==> config.mk <==
export PLATFORM = sky130hd
export DESIGN_NAME = ulx3s_pll_phase_ctrl
export DESIGN_NICKNAME = d
export VERILOG_FILES = /design/src/rtl/ulx3s_pll_pkg.sv /design/src/rtl/ulx3s_lock_filter.sv /design/src/rtl/ulx3s_pll_phase_ctrl.sv
export SDC_FILE = /design/constraint.sdc
export NUM_CORES = 1
export LEC_CHECK = 0
export CORE_MARGIN = 2
export CORE_UTILIZATION = 45
export DETAILED_ROUTE_END_ITERATION = 7
export GPL_ROUTABILITY_DRIVEN = 0
export PLACE_DENSITY = 0.64
export SLEW_MARGIN = 10
export SYNTH_ARGS = -nofsm -noshare
export SYNTH_HDL_FRONTEND = slang
export SYNTH_SLANG_ARGS = --single-unit
==> constraint.sdc <==
create_clock -name clock -period 5.8 [get_ports clock]
set_input_delay 1.16 -clock clock [delete_from_list [all_inputs] [get_ports clock]]
set_output_delay 1.16 -clock clock [all_outputs]
set_load 0.03 [all_outputs]
==> src/rtl/ulx3s_pll_pkg.sv <==
// Shared definitions for the ECP5 EHXPLLL dynamic phase controller.
// Holds the PHASESEL/PHASEDIR encodings, the sequencer state type and a
// small constant helper used to size counters.
package ulx3s_pll_pkg;

  // PHASESEL1:0 output selection
  localparam logic [1:0] SEL_CLKOS  = 2'b00;
  localparam logic [1:0] SEL_CLKOS2 = 2'b01;
  localparam logic [1:0] SEL_CLKOS3 = 2'b10;
  localparam logic [1:0] SEL_CLKOP  = 2'b11;

  // PHASEDIR
  localparam logic DIR_DELAY   = 1'b0;
  localparam logic DIR_ADVANCE = 1'b1;

  typedef enum logic [2:0] {
    ST_IDLE,
    ST_SETUP,
    ST_STEP_LO,
    ST_STEP_HI,
    ST_SETTLE,
    ST_FIN
  } pll_state_e;

  function automatic int max_of(input int a, input int b);
    return (a > b) ? a : b;
  endfunction

endpackage

==> src/rtl/ulx3s_lock_filter.sv <==
// LOCK qualifier: 2-flop synchronizer on the asynchronous PLL LOCK pin plus a
// consecutive-high counter that only runs while en is high.
// Ports:
//   clock, reset_n  reference clock, synchronous active-low reset
//   lock_async      raw PLL LOCK
//   en              counting window (SETTLE); counter held at 0 otherwise
//   stable          high in the LOCK_CYC-th consecutive synchronized high cycle
module ulx3s_lock_filter #(
  parameter int LOCK_CYC = 16,
  parameter int CNT_W    = 5
) (
  input  logic clock,
  input  logic reset_n,
  input  logic lock_async,
  input  logic en,
  output logic stable
);

  localparam logic [CNT_W-1:0] CNT_TOP = CNT_W'(LOCK_CYC - 1);

  logic             meta;
  logic             lock_s;
  logic [CNT_W-1:0] cnt;

  always_ff @(posedge clock) begin
    if (!reset_n) begin
      meta   <= 1'b0;
      lock_s <= 1'b0;
      cnt    <= '0;
    end else begin
      meta   <= lock_async;
      lock_s <= meta;
      // Any low cycle restarts the run; saturate so stable stays asserted.
      if (!en || !lock_s)     cnt <= '0;
      else if (cnt != CNT_TOP) cnt <= cnt + CNT_W'(1);
    end
  end

  // cnt holds the number of earlier high cycles, so the current high cycle
  // completes the run when cnt has reached LOCK_CYC-1.
  assign stable = en && lock_s && (cnt == CNT_TOP);

endmodule

==> src/rtl/ulx3s_pll_phase_ctrl.sv <==
// Dynamic fine-phase step sequencer for an ECP5 EHXPLLL, running in the PLL
// reference-clock domain. One accepted request moves one PLL output by
// req_steps 1/8-VCO steps, then waits for LOCK to settle.
// Ports:
//   clock, reset_n                 reference clock, synchronous active-low reset
//   req_valid/req_ready            request handshake (sel, dir, steps)
//   pll_locked                     raw PLL LOCK (asynchronous)
//   pll_phasesel/dir/step/load     EHXPLLL dynamic phase pins
//   busy, done, lock_err           status; done is a one-cycle pulse, lock_err sticky
//   steps_issued                   PHASESTEP pulses issued for current/last request
module ulx3s_pll_phase_ctrl
  import ulx3s_pll_pkg::*;
#(
  parameter int STEP_W       = 8,
  parameter int SETUP_CYC    = 2,
  parameter int PULSE_CYC    = 2,
  parameter int GAP_CYC      = 4,
  parameter int LOCK_CYC     = 16,
  parameter int LOCK_TIMEOUT = 4096
) (
  input  logic              clock,
  input  logic              reset_n,
  input  logic              req_valid,
  output logic              req_ready,
  input  logic [1:0]        req_sel,
  input  logic              req_dir,
  input  logic [STEP_W-1:0] req_steps,
  input  logic              pll_locked,
  output logic [1:0]        pll_phasesel,
  output logic              pll_phasedir,
  output logic              pll_phasestep,
  output logic              pll_phaseload,
  output logic              busy,
  output logic              done,
  output logic              lock_err,
  output logic [STEP_W-1:0] steps_issued
);

  localparam int CNT_W = $clog2(max_of(max_of(SETUP_CYC, PULSE_CYC),
                           max_of(max_of(GAP_CYC, LOCK_CYC), LOCK_TIMEOUT))) + 1;

  localparam logic [CNT_W-1:0] SETUP_LD = CNT_W'(SETUP_CYC - 1);
  localparam logic [CNT_W-1:0] PULSE_LD = CNT_W'(PULSE_CYC - 1);
  localparam logic [CNT_W-1:0] GAP_LD   = CNT_W'(GAP_CYC - 1);
  localparam logic [CNT_W-1:0] TO_LAST  = CNT_W'(LOCK_TIMEOUT - 1);

  pll_state_e        state_q, state_d;
  logic [CNT_W-1:0]  wait_q;       // shared SETUP/PULSE/GAP down-counter
  logic [CNT_W-1:0]  settle_q;     // cycles spent in SETTLE
  logic [STEP_W-1:0] remaining_q;
  logic [STEP_W-1:0] steps_q;
  logic [1:0]        sel_q;
  logic              dir_q;
  logic              err_q;

  logic              accept;
  logic              wait_ld;
  logic [CNT_W-1:0]  wait_val;
  logic              step_exit;
  logic              timeout;
  logic              stable;

  ulx3s_lock_filter #(.LOCK_CYC(LOCK_CYC), .CNT_W(CNT_W)) u_lock (
    .clock      (clock),
    .reset_n    (reset_n),
    .lock_async (pll_locked),
    .en         (state_q == ST_SETTLE),
    .stable     (stable)
  );

  assign done          = (state_q == ST_FIN);
  assign busy          = (state_q != ST_IDLE);
  assign req_ready     = reset_n && (state_q == ST_IDLE) && !done;
  assign accept        = req_valid && req_ready;
  assign pll_phasestep = (state_q != ST_STEP_LO);
  assign pll_phaseload = 1'b1;
  assign pll_phasesel  = sel_q;
  assign pll_phasedir  = dir_q;
  assign lock_err      = err_q;
  assign steps_issued  = steps_q;

  always_ff @(posedge clock) begin
    if (!reset_n) state_q <= ST_IDLE;
    else          state_q <= state_d;
  end

  always_comb begin
    state_d   = state_q;
    wait_ld   = 1'b0;
    wait_val  = '0;
    step_exit = 1'b0;
    timeout   = 1'b0;
    case (state_q)
      ST_IDLE: if (accept) begin
        state_d  = ST_SETUP;
        wait_ld  = 1'b1;
        wait_val = SETUP_LD;
      end
      ST_SETUP: if (wait_q == '0) begin
        if (remaining_q != '0) begin
          state_d  = ST_STEP_LO;
          wait_ld  = 1'b1;
          wait_val = PULSE_LD;
        end else begin
          state_d  = ST_FIN;    // zero steps: no pulse and no settle wait
        end
      end
      ST_STEP_LO: if (wait_q == '0) begin
        state_d   = ST_STEP_HI;
        wait_ld   = 1'b1;
        wait_val  = GAP_LD;
        step_exit = 1'b1;
      end
      ST_STEP_HI: if (wait_q == '0) begin
        if (remaining_q != '0) begin
          state_d  = ST_STEP_LO;
          wait_ld  = 1'b1;
          wait_val = PULSE_LD;
        end else begin
          state_d  = ST_SETTLE;
        end
      end
      ST_SETTLE: begin
        // A settle in the final allowed cycle wins over the timeout.
        if (stable) begin
          state_d = ST_FIN;
        end else if (settle_q == TO_LAST) begin
          state_d = ST_FIN;
          timeout = 1'b1;
        end
      end
      ST_FIN:  state_d = ST_IDLE;
      default: state_d = ST_IDLE;
    endcase
  end

  always_ff @(posedge clock) begin
    if (!reset_n) begin
      wait_q      <= '0;
      settle_q    <= '0;
      remaining_q <= '0;
      steps_q     <= '0;
      sel_q       <= SEL_CLKOS;
      dir_q       <= DIR_ADVANCE;
      err_q       <= 1'b0;
    end else begin
      if (wait_ld)             wait_q <= wait_val;
      else if (wait_q != '0)   wait_q <= wait_q - CNT_W'(1);

      if (state_q == ST_SETTLE) settle_q <= settle_q + CNT_W'(1);
      else                      settle_q <= '0;

      if (accept) begin
        sel_q       <= req_sel;
        dir_q       <= req_dir;
        remaining_q <= req_steps;
        steps_q     <= '0;
        err_q       <= 1'b0;
      end

      // Only reached with remaining_q != 0, so no underflow.
      if (step_exit) begin
        remaining_q <= remaining_q - STEP_W'(1);
        steps_q     <= steps_q + STEP_W'(1);
      end

      if (timeout) err_q <= 1'b1;
    end
  end

endmodule

Word level (Yosys, flattened, before mapping)
Index checks and enable logic that the tools add are counted.

Bits in registers: 64. Bits of input ports: 15. Output and inout bits: 17. Word-level logic and storage cells: 83.

Add/subtract/negate cells: 5. Eq/ne operators: 14. Mux-type cells: 31. Bitwise operators: 1. Reduce and logical (&&, ||, !) cells: 21.

Operators with widths (number): two-way mux 8 bit (4); adder 13 x 1 -> 13 bit, second input constant (2); two-way mux 13 bit (2); two-way mux 3 bit (8); one-hot mux 3 bit (5 select lines) (1); == test 13 x 12 -> 1 bit, second input constant (1); == test 13 x 4 -> 1 bit, second input constant (1); zero test 13 bit (1); two-way mux 1 bit (13); inequality test 13 x 4 -> 1 bit, second input constant (1); nonzero test 13 bit (1); subtractor 13 x 1 -> 13 bit, second input constant (1); adder 8 x 1 -> 8 bit, second input constant (1); inequality test 2 bit, second input constant (4); nonzero test 8 bit (1); subtractor 8 x 1 -> 8 bit, second input constant (1); == test 3 x 2 -> 1 bit, second input constant (2); == test 3 bit, second input constant (2); one-hot mux 2 bit (3 select lines) (1); nonzero test 2 bit (3); logical AND 1 bit (5); AND reduction 5 bit (1); OR reduction 2 bit (2); == test 3 x 1 -> 1 bit, second input constant (1); other kinds (10) (12).

Logic depth before layout (Yosys ltp)
Gate-level depths: netlist of the first run.

Depth after elaboration: 7. Gate-level depth with buffers: 8. Gate-level depth less buffers: 7.

By module
From an unflattened synthesis of the first run, not the netlist that was laid out.

Cell total of the unflattened synthesis: 372. Area, all modules: 3173.0 µm².

Modules (own cells, without submodules): ulx3s_pll_phase_ctrl (times used 1, cells each 297, area each 2486.1 µm², seq. area each 980.9 µm²); ulx3s_lock_filter (times used 1, cells each 75, area each 686.9 µm², seq. area each 300.3 µm²).

Worst setup path before layout of the first run
Ideal clock, no wire load.

Kind: input port to output port. From: in reset_n. To: out req_ready. Arrival time: 2.204 ns. Required time: 4.640 ns. Slack: 2.436 ns. Stages: 4. Path buffers: 2. Path through: clkbuf_1 -> inv_1 -> clkbuf_1 -> nor2_1.

Word-level cells in the longest chain between the ends: 2.

RTL lines: start: declaration (line ulx3s_pll_phase_ctrl.sv:22) `input logic reset_n,`; logical AND 1 bit (2 in a row) (line ulx3s_pll_phase_ctrl.sv:73) `assign req_ready = reset_n && (state_q == ST_IDLE) && !done;`; end: declaration (line ulx3s_pll_phase_ctrl.sv:24) `output logic req_ready,`.

No other way between the ends.

Worst setup path in the final report of the first run
Same ends and word-level chain as after synthesis.

==> results of run 1 <==
==> cell families after synthesis <==
kind of cell	after synthesis	synth area share
AND/OR/NAND/NOR	169	0.2948
other	1	0.001239
AO/OA/AOI/OAI	59	0.1373
adder cells (fa/ha/maj)	6	0.02480
flip-flops	64	0.4233
multiplexers	1	0.003307
XOR/XNOR	30	0.08682
buffers and inverters	20	0.02853
==> how the worst max path moves through the flow <==
stage	startpoint	to	slack (ns)	cells after the start
detailed placement	reset_n	req_ready	1.64	5
floorplan	reset_n	req_ready	2.44	4
CTS	reset_n	req_ready	1.63	5
finish	reset_n	req_ready	1.65	5
global route	reset_n	req_ready	1.53	5
global placement	reset_n	req_ready	1.63	5
==> layer usage <==
metal | up-vias | track usage
met4 | 0 | 0.08947
met2 | 45 | 0.2847
met3 | 7 | 0.04235
li1 | 1331 | -
met1 | 1159 | 0.2497
met5 | - | 0
==> state kept, by name (all words and copies together) (netlist names) <==
register and count:
steps_issued 8, wait_q 13, lock_err 1, pll_phasedir 1, u_lock.lock_s 1, u_lock.cnt 13
state_q 3, u_lock.meta 1, remaining_q 8, pll_phasesel 2, settle_q 13
==> synthesized netlist by cell type, drive strengths merged (2+ instances only) <==
cell type,count,share of area
nand4,10,0.021
nand2b,2,0.0041
a22oi,2,0.0050
or3,11,0.024
o31ai,3,0.0074
buf,3,0.0074
and2,7,0.014
a2111oi,2,0.0058
dfxtp,64,0.42
nor2,46,0.057
a41oi,3,0.0087
o211ai,6,0.015
nand4b,2,0.0058
clkbuf,10,0.012
ha,6,0.025
nor4,6,0.017
a21oi,15,0.025
a21o,3,0.0074
o311ai,3,0.011
nand2,30,0.040
inv,7,0.0087
or4,3,0.0074
o21ai,6,0.0099
and3,10,0.021
a31oi,5,0.010
nand3,19,0.031
xor2,21,0.061
and4,5,0.014
nor3,13,0.023
xnor2,9,0.026
==> where the power goes <==
group	switching (mW)	internal (mW)	total, mW
logic	0.309	0.197	0.506
registers	0.0575	0.489	0.547
clock network	0.186	0.181	0.367
total	0.552	0.867	1.42
==> area by class of cell <==
cell class,instances,area (um2)
multi-input cells,266,1659
clock inverters,5,38.79
well taps,77,96.34
flip-flops and latches,64,1281
fillers,577,2861
repair buffers,31,307.8
clock buffers,11,151.4
inverters,7,26.28
==> per-stage QoR <==
| stage | area, um2 | hold slack [ns] | util | power (mW) |
|---|---|---|---|---|
| 2_1_floorplan | 3027 | 0.4119 | - | 0.9330 |
| 3_3_place_gp | 3371 | 0.4293 | 0.5248 | 1.052 |
| 3_5_place_dp | 3371 | 0.4221 | 0.5248 | 1.056 |
| 4_1_cts | 3561 | 0.4477 | 0.5545 | 1.427 |
| 5_1_grt | 3561 | 0.4678 | 0.5545 | 1.517 |
| 6_report | 3561 | 0.4420 | 0.5545 | 1.420 |
==> worst max-delay path: stages <==
cell and delay (ns):
clkdlybuf4s50_1 0.45, buf_4 0.23, inv_1 0.29, nor2_1 0.18, clkdlybuf4s50_1 0.68
==> results.txt, run 1 <==
Clock Skews = 0.01015 ns
Peak VDD IR = 202.0 uV
Worst Path Required = 4.64 ns
Post-route DRC = 0
Ant diodes = 0
Synthesized Nets = 371
Final WS setup = 1.647 ns
IO Pins = 32
Ys async rst share = 0
Final cell count without fillers = 461
Met2 WL = 2889 um
Pin count of the biggest net entering global routing = 23
Reg2reg path depth = 6
Layout cells sized above 1 = 0.05990
Worst Setup End Kind = primary output
Clock Root Buffer = clkbuf_8
Initial Utilization = 0.4713
Setup WS pre-CTS = 1.639 ns
Synth Instances = 350
Number of max-cap violations = 0
Detailed Route WL = 6462 um
Synth warn = 0
Met3 routed wirelength = 261 um
Count of final hold-check violations = 0
Cell variety after synth = 56
Hold WC Path Type = reg -> reg
HP Start = u_lock.meta
# setup viols final = 0
WL per Instance = 14.02 um
Grt ovf = 0
Die area = 7398 um2
Flops & latches, synth = 64
Mapped Area = 3027 um2
Dominant synthesized flop cell = dfxtp_1
Commonest non-fill, non-tap cell in the layout = dfxtp_1
PD cells = 398.7 nW/um2
Layout area overhead = 17.65%
Reg-to-Reg End = remaining_q[1]
Final min period = 4.153 ns
FF-to-FF setup slack = 3.19 ns
CTS Buffer Depth = 2
Final period util = 0.7160
Hold Buf Count CTS = 0
Die Ht = 86.01 um
Hold path cells = 1
Commonest cells after routing, fill and taps aside = 64 x dfxtp_1, 46 x nor2_1, 30 x clkdlybuf4s50_1
Num CTS Buffers = 9
HPWL Detailed = 4326 um
Critical Path Start Type = primary input
Sink of the worst hold path = u_lock.lock_s
Initial DRC count = 89
Worst skew pair latency = 0.34 ns
Vias = 2,542
Rows = 29
Die Span X = 86.01 um
Clock Pin Slew Worst Setup and Hold Paths = 0.08 ns
Worst-Margin Slew = 0.9784 ns
Clock Sinks = 64
H-tree Lvls = 3
Nets@finish = 400
Crit path kind = in -> out
Met1 wire length = 3233 um
Slew Viols, Final = 0
Total track usage = 0.1869
Reg-to-Reg Start = wait_q[0]
Unrepaired setup endpoints after global routing = false
Syn Area/Cell = 8.648 um2
CTS tree = yes
Post-synth EDFFs = 0
Global-route wire length before repair = 11,050 um
Fmax = 0.2408 GHz
Post-CTS sizing = 0
Core Area = 6422 um2
Worst Path Max Fanout = 22
Vias in the first global route = 2,406
Setup TNS = 0 ns
Post-route antenna net violation count = 0
Slew margin rel. = 0.3421
Seq/Total Area, Yosys = 0.4233
Max layer used = met4
Vias per cell = 5.514
DP Cell Count = 445
Status = completed
Static Leakage = 1.296 nW
Crit path DAT = 2.99 ns
Port Buffer Count = 30
Setup Fix Bufs, Post-CTS = 0
Initial antenna violation count = 0
DRT Pass-1 Iters = 4
Note: power is estimated with default switching activity, not from simulation.
==> run 2, diff against run 1 <==
PLACE_DENSITY = 0.66   (was 0.64)
clock period = 3.6 ns   (was 5.8 ns; I/O delays follow)
==> run 2 against run 1 <==
  * Clock skew rose by 0.0019 ns
  * Routed wire length increased by 0.28%
  * Non-clock buffer count up 2
  * Cell count is 0.43% higher
  * Sequential cell count is the same
  * Critical path depth up 1
  * Combinational power grew 60%
  * Critical endpoint is now remaining_q[1]
  * Design area rose by 0.74%
  * Clock power rose by 73%
  * Core utilization is 0.41 points higher
  * Hold slack better by 0.0040 ns
  * Largest power group unchanged
==> results.txt, run 2 (same netlist as run 1, synthesis figures left out) <==
Clock Skews = 0.01206 ns (was 0.01015 ns)
Initial Utilization = 0.4713 (unchanged)
Crit path kind = reg -> reg (was in -> out)
Reg2reg path depth = 6 (unchanged)
Die Span X = 86.01 um (unchanged)
Clock Root Buffer = clkbuf_8 (unchanged)
Status = completed (unchanged)
Layout area overhead = 18.52% (was 17.65%)
Die Ht = 86.01 um (unchanged)
Hold WC Path Type = reg -> reg (unchanged)
Number of max-cap violations = 0 (unchanged)
Post-route cell area = 3587 um2 (was 3561 um2)
Post-route antenna net violation count = 0 (unchanged)
Clock Sinks = 64 (unchanged)
Initial DRC count = 95 (was 89)
# setup viols final = 0 (unchanged)
Initial antenna violation count = 0 (unchanged)
Die area = 7398 um2 (unchanged)
Pin count of the biggest net entering global routing = 21 (was 23)
Post-CTS sizing = 0 (unchanged)
Commonest cells after routing, fill and taps aside = 64 x dfxtp_1, 46 x nor2_1, 29 x nand2_1, 29 x clkdlybuf4s50_1, 21 x xor2_1 (was 64 x dfxtp_1, 46 x nor2_1, 30 x clkdlybuf4s50_1)
CTS Buffer Depth = 2 (unchanged)
PD cells = 647.7 nW/um2 (was 398.7 nW/um2)
Area of the multi-input gates = 1659 um2 (unchanged)
Core Area = 6422 um2 (unchanged)
Commonest non-fill, non-tap cell in the layout = dfxtp_1 (unchanged)
Setup Fix Bufs, Post-CTS = 0 (unchanged)
Reg-to-Reg End = remaining_q[1] (unchanged)
Slew Viols, Final = 0 (unchanged)
WL per Instance = 14.00 um (was 14.02 um)
Fill count = 598 (was 577)
Total track usage = 0.1843 (was 0.1869)
Num CTS Buffers = 9 (unchanged)
H-tree Lvls = 3 (unchanged)
Crit path DAT = 2.79 ns (was 2.99 ns)
Post-route DRC = 0 (unchanged)
HP Start = u_lock.meta (unchanged)
Layout cells sized above 1 = 0.06736 (was 0.05990)
Hold path cells = 1 (unchanged)
Placed Area = 3383 um2 (was 3371 um2)
Rows = 29 (unchanged)
Worst Setup End Kind = flop (was primary output)
Worst-Margin Slew = 1.033 ns (was 0.9784 ns)
Critical Path Start Type = flop (was primary input)
Sink of the worst hold path = u_lock.lock_s (unchanged)
Clock Pin Slew Worst Setup and Hold Paths = 0.07 ns (was 0.08 ns)
Count of final hold-check violations = 0 (unchanged)
Vias = 2,634 (was 2,542)
Reg-to-Reg Start = wait_q[0] (unchanged)
Unrepaired setup endpoints after global routing = false (unchanged)
FF-to-FF setup slack = 1.04 ns (was 3.19 ns)
Nets@finish = 402 (was 400)
Port Buffer Count = 30 (unchanged)
Slew margin rel. = 0.3053 (was 0.3421)
Worst Path Max Fanout = 10 (was 22)
Top Registers = settle_q: 13 flops, u_lock.cnt: 13 flops, wait_q: 13 flops (unchanged)
DRT Pass-1 Iters = 4 (unchanged)
Global-route wire length before repair = 11,220 um (was 11,050 um)
Grt ovf = 0 (unchanged)
Reg area = 1281 um2 (unchanged)
Final period util = 0.7115
IO Pins = 32 (unchanged)
Detailed Route WL = 6480 um (was 6462 um)
Vias per cell = 5.689 (was 5.514)
HPWL Detailed = 4489 um (was 4326 um)
Worst Path Required = 3.83 ns (was 4.64 ns)
Ant diodes = 0 (unchanged)
Peak VDD IR = 430.2 uV (was 202.0 uV)
Vias in the first global route = 2,505 (was 2,406)
Final min period = 2.562 ns
Setup TNS = 0 ns (unchanged)
Hold Buf Count CTS = 0 (unchanged)
Fmax = 0.3904 GHz
CTS tree = yes (unchanged)
Worst skew pair latency = 0.34 ns (about the same)
Static Leakage = 1.305 nW (was 1.296 nW)
## run 2: stage by stage
step	hold slack, ns	setup slack, ns	power [mW]	util	instances
2_1_floorplan	0.4119	1.116	1.503	-	350
3_3_place_gp	0.4150	1.184	1.692	0.5268	447
3_5_place_dp	0.4262	1.023	1.697	0.5268	447
4_1_cts	0.4468	1.024	2.332	0.5585	463
5_1_grt	0.4791	0.8670	2.475	0.5585	463
6_report	0.4460	1.038	2.324	0.5585	463
## run 2: worst max-delay path, stage by stage, from the launching register on
cell and delay, ns:
dfxtp_1 0.35, inv_1 0.12, ha_1 0.18, nand4b_1 0.36, o31ai_1 1.00, o221ai_1 0.24, and2_1 0.21
## run 2: worst max-delay path by stage
stage	start	end	slack, ns	cells after the start
after floorplan	reset_n	req_ready	1.12	4
after global placement	wait_q[0]	remaining_q[1]	1.18	6
after detailed placement	wait_q[0]	remaining_q[1]	1.02	6
after CTS	wait_q[0]	remaining_q[1]	1.02	6
after global routing	wait_q[0]	remaining_q[1]	0.87	6
final	wait_q[0]	remaining_q[1]	1.04	6
## run 2: layout make-up
class,count,share of cell area
timing repair buffer,33,0.08929
clock buffer,10,0.03837
tap,77,0.02686
clock inverter,6,0.01849
multi-input combinational,266,0.4625
inverter,7,0.007325
sequential,64,0.3572
## run 2: where the power goes
group	total (mW)	switching (mW)	internal (mW)	leakage [nW]
Combinational	0.808	0.489	0.319	0.690
Sequential	0.881	0.0923	0.789	0.520
Clock	0.635	0.295	0.340	0.0949
Total	2.32	0.876	1.45	1.31
## run 2: metal layers
metal,vias to the layer above,share of wire,global-route usage
met5,-,0,0
met4,0,0.017,0.07648
met3,12,0.039,0.03465
met2,58,0.45,0.2889
met1,1234,0.49,0.2487
li1,1330,-,-
==> run 3, diff against run 2 <==
PLACE_DENSITY = 0.64   (was 0.66)
clock period = 2.65 ns   (was 3.6 ns; I/O delays follow)
==> run 3 against run 2 <==
  * Sequential power up 36%
  * Sequential cell count unchanged
  * Largest cell class unchanged
  * Routed wire length up 1.5%
  * Clock skew down 0.0060 ns
  * Hold slack worse by 0.018 ns
  * Global-route usage up 0.34 points
==> results.txt, run 3 (same netlist as run 1, synthesis figures left out) <==
Final period util = 0.9345 (was 0.7115)
PD cells = 878.4 nW/um2 (was 647.7 nW/um2)
Setup TNS = 0 ns (unchanged)
Worst skew pair latency = 0.34 ns (about the same)
Global-route wire length before repair = 11,210 um (was 11,220 um)
CP cell instances = nor4_4, nand2_4, o31ai_1, o221ai_1, and2_1 (was inv_1, ha_1, nand4b_1, o31ai_1, o221ai_1, and2_1)
Net Sw Frac = 0.3808 (was 0.3772)
Nets@finish = 404 (was 402)
Commonest cells after routing, fill and taps aside = 64 x dfxtp_1, 46 x nor2_1, 29 x nand2_1, 29 x clkdlybuf4s50_1, 21 x xor2_1 (unchanged)
Unrepaired setup endpoints after global routing = false (unchanged)
Clock Sinks = 64 (unchanged)
Post-route DRC = 0 (unchanged)
Crit path kind = reg -> reg (unchanged)
Core Area = 6422 um2 (unchanged)
# setup viols final = 0 (unchanged)
Initial Utilization = 0.4713 (unchanged)
Worst-Margin Slew = 1.066 ns (was 1.033 ns)
Worst Path Required = 2.89 ns (was 3.83 ns)
HPWL Detailed = 4408 um (was 4489 um)
Net Sw Power = 1.200 mW (was 0.8764 mW)
Hold WC Path Type = reg -> reg (unchanged)
Reg power frac = 0.381 (was 0.379)
Die area = 7398 um2 (unchanged)
Final min period = 2.476 ns (was 2.562 ns)
Clock Skews = 0.006013 ns (was 0.01206 ns)
Crit-path slowest cell = o31ai_1 (unchanged)
IO Pins = 32 (unchanged)
Fill count = 605 (was 598)
Total track usage = 0.1877 (was 0.1843)
Static Leakage = 1.312 nW (was 1.305 nW)
DRT Pass-1 Iters = 6 (was 4)
Die Ht = 86.01 um (unchanged)
Rows = 29 (unchanged)
Grt ovf = 0 (unchanged)
Setup Fix Bufs, Post-CTS = 0 (unchanged)
Layout area overhead = 18.48% (was 18.52%)
Combinational power share = 0.361 (was 0.348)
Cell family with most CP delay = compound AO/OA/AOI/OAI gates (unchanged)
Clock network fraction of total power = 0.258 (was 0.273)
H-tree Lvls = 3 (unchanged)
Post-route antenna net violation count = 0 (unchanged)
Commonest non-fill, non-tap cell in the layout = dfxtp_1 (unchanged)
Vias in the first global route = 2,440 (was 2,505)
Layout cells sized above 1 = 0.06959 (was 0.06736)
Initial antenna violation count = 0 (unchanged)
Status = completed (unchanged)
Worst Path Max Fanout = 9 (was 10)
Post-CTS sizing = 0 (unchanged)
Port Buffer Count = 30 (unchanged)
Slew margin rel. = 0.2835 (was 0.3053)
Final hold slack = 0.4281 ns (was 0.4460 ns)
P_int = 1.950 mW (was 1.447 mW)
Critical Path Start Type = flop (unchanged)
Number of max-cap violations = 0 (unchanged)
Vias per cell = 5.680 (was 5.689)
Num CTS Buffers = 9 (unchanged)
Crit path DAT = 2.71 ns (was 2.79 ns)
Vias = 2,641 (was 2,634)
Hold Buf Count CTS = 0 (unchanged)
Initial DRC count = 141 (was 95)
Clock Pin Slew Worst Setup and Hold Paths = 0.07 ns (about the same)
Detailed Route WL = 6576 um (was 6480 um)
Peak VDD IR = 485.0 uV (was 430.2 uV)
Ant diodes = 0 (unchanged)
Top Registers = settle_q: 13 flops, u_lock.cnt: 13 flops, wait_q: 13 flops (unchanged)
Worst Setup End Kind = flop (unchanged)
Die Span X = 86.01 um (unchanged)
CTS tree = yes (unchanged)
Count of final hold-check violations = 0 (unchanged)
Crit-path max cell delay = 0.88 ns (was 1.00 ns)
CTS Buffer Depth = 2 (unchanged)
WL per Instance = 14.14 um (was 14.00 um)
Clock Root Buffer = clkbuf_8 (unchanged)
Pin count of the biggest net entering global routing = 21 (unchanged)
Fmax = 0.4038 GHz (was 0.3904 GHz)
Slew Viols, Final = 0 (unchanged)
Buf+Inv Stages, Crit Path = 0 (was 1)
run 3: cell types whose count changed in the layout (fill, tap and decap cells not counted):
cell / change
buf_4: +2
clkinv_2: +2
clkbuf_1: +1
clkbuf_8: -1
clkinvlp_4: -1
inv_6: -1
run 3: worst paths after layout:
kind / from / end / slack, ns / cells past startpoint
worst max-delay path: wait_q[2] / remaining_q[1] / 0.17 / 5
worst min-delay path: u_lock.meta / u_lock.lock_s / 0.43 / 1
worst max register to register: wait_q[2] / remaining_q[1] / 0.17 / 5
worst min register to register: u_lock.meta / u_lock.lock_s / 0.43 / 1
run 3: metal layers:
layer / part of all wire / track usage / routed length [um]
met4: 0.017 / 0.08802 / 112
met2: 0.45 / 0.2854 / 2946
met1: 0.49 / 0.2561 / 3230
met5: 0 / 0 / 0
met3: 0.044 / 0.03561 / 288
run 3: layout make-up:
| type | count | area [um2] | area share |
|---|---|---|---|
| multi-input cells | 266 | 1659 | 0.4627 |
| repair buffers | 35 | 335.3 | 0.09351 |
| clock inverters | 6 | 60.06 | 0.01675 |
| well taps | 77 | 96.34 | 0.02687 |
| flip-flops and latches | 64 | 1281 | 0.3573 |
| inverters | 7 | 26.28 | 0.007327 |
| clock buffers | 10 | 127.6 | 0.03559 |
run 3: power groups by stage:
stage	Combinational, mW	Clock, mW	Sequential [mW]
global placement	1.11	0	1.22
floorplan	0.848	0	1.19
global route	1.25	0.880	1.22
finish	1.14	0.813	1.20
detailed placement	1.12	0	1.22
CTS	1.13	0.830	1.20
run 3: through the flow:
stage / cells / instance area (um2) / utilization / setup WS, ns / total power [mW]
6_report: 465 / 3586 / 0.5583 / 0.1736 / 3.150
5_1_grt: 465 / 3586 / 0.5583 / 0.01827 / 3.352
4_1_cts: 465 / 3586 / 0.5583 / 0.1949 / 3.157
3_5_place_dp: 449 / 3398 / 0.5291 / 0.2045 / 2.335
3_3_place_gp: 449 / 3398 / 0.5291 / 0.2445 / 2.323
2_1_floorplan: 350 / 3027 / - / 0.5461 / 2.042
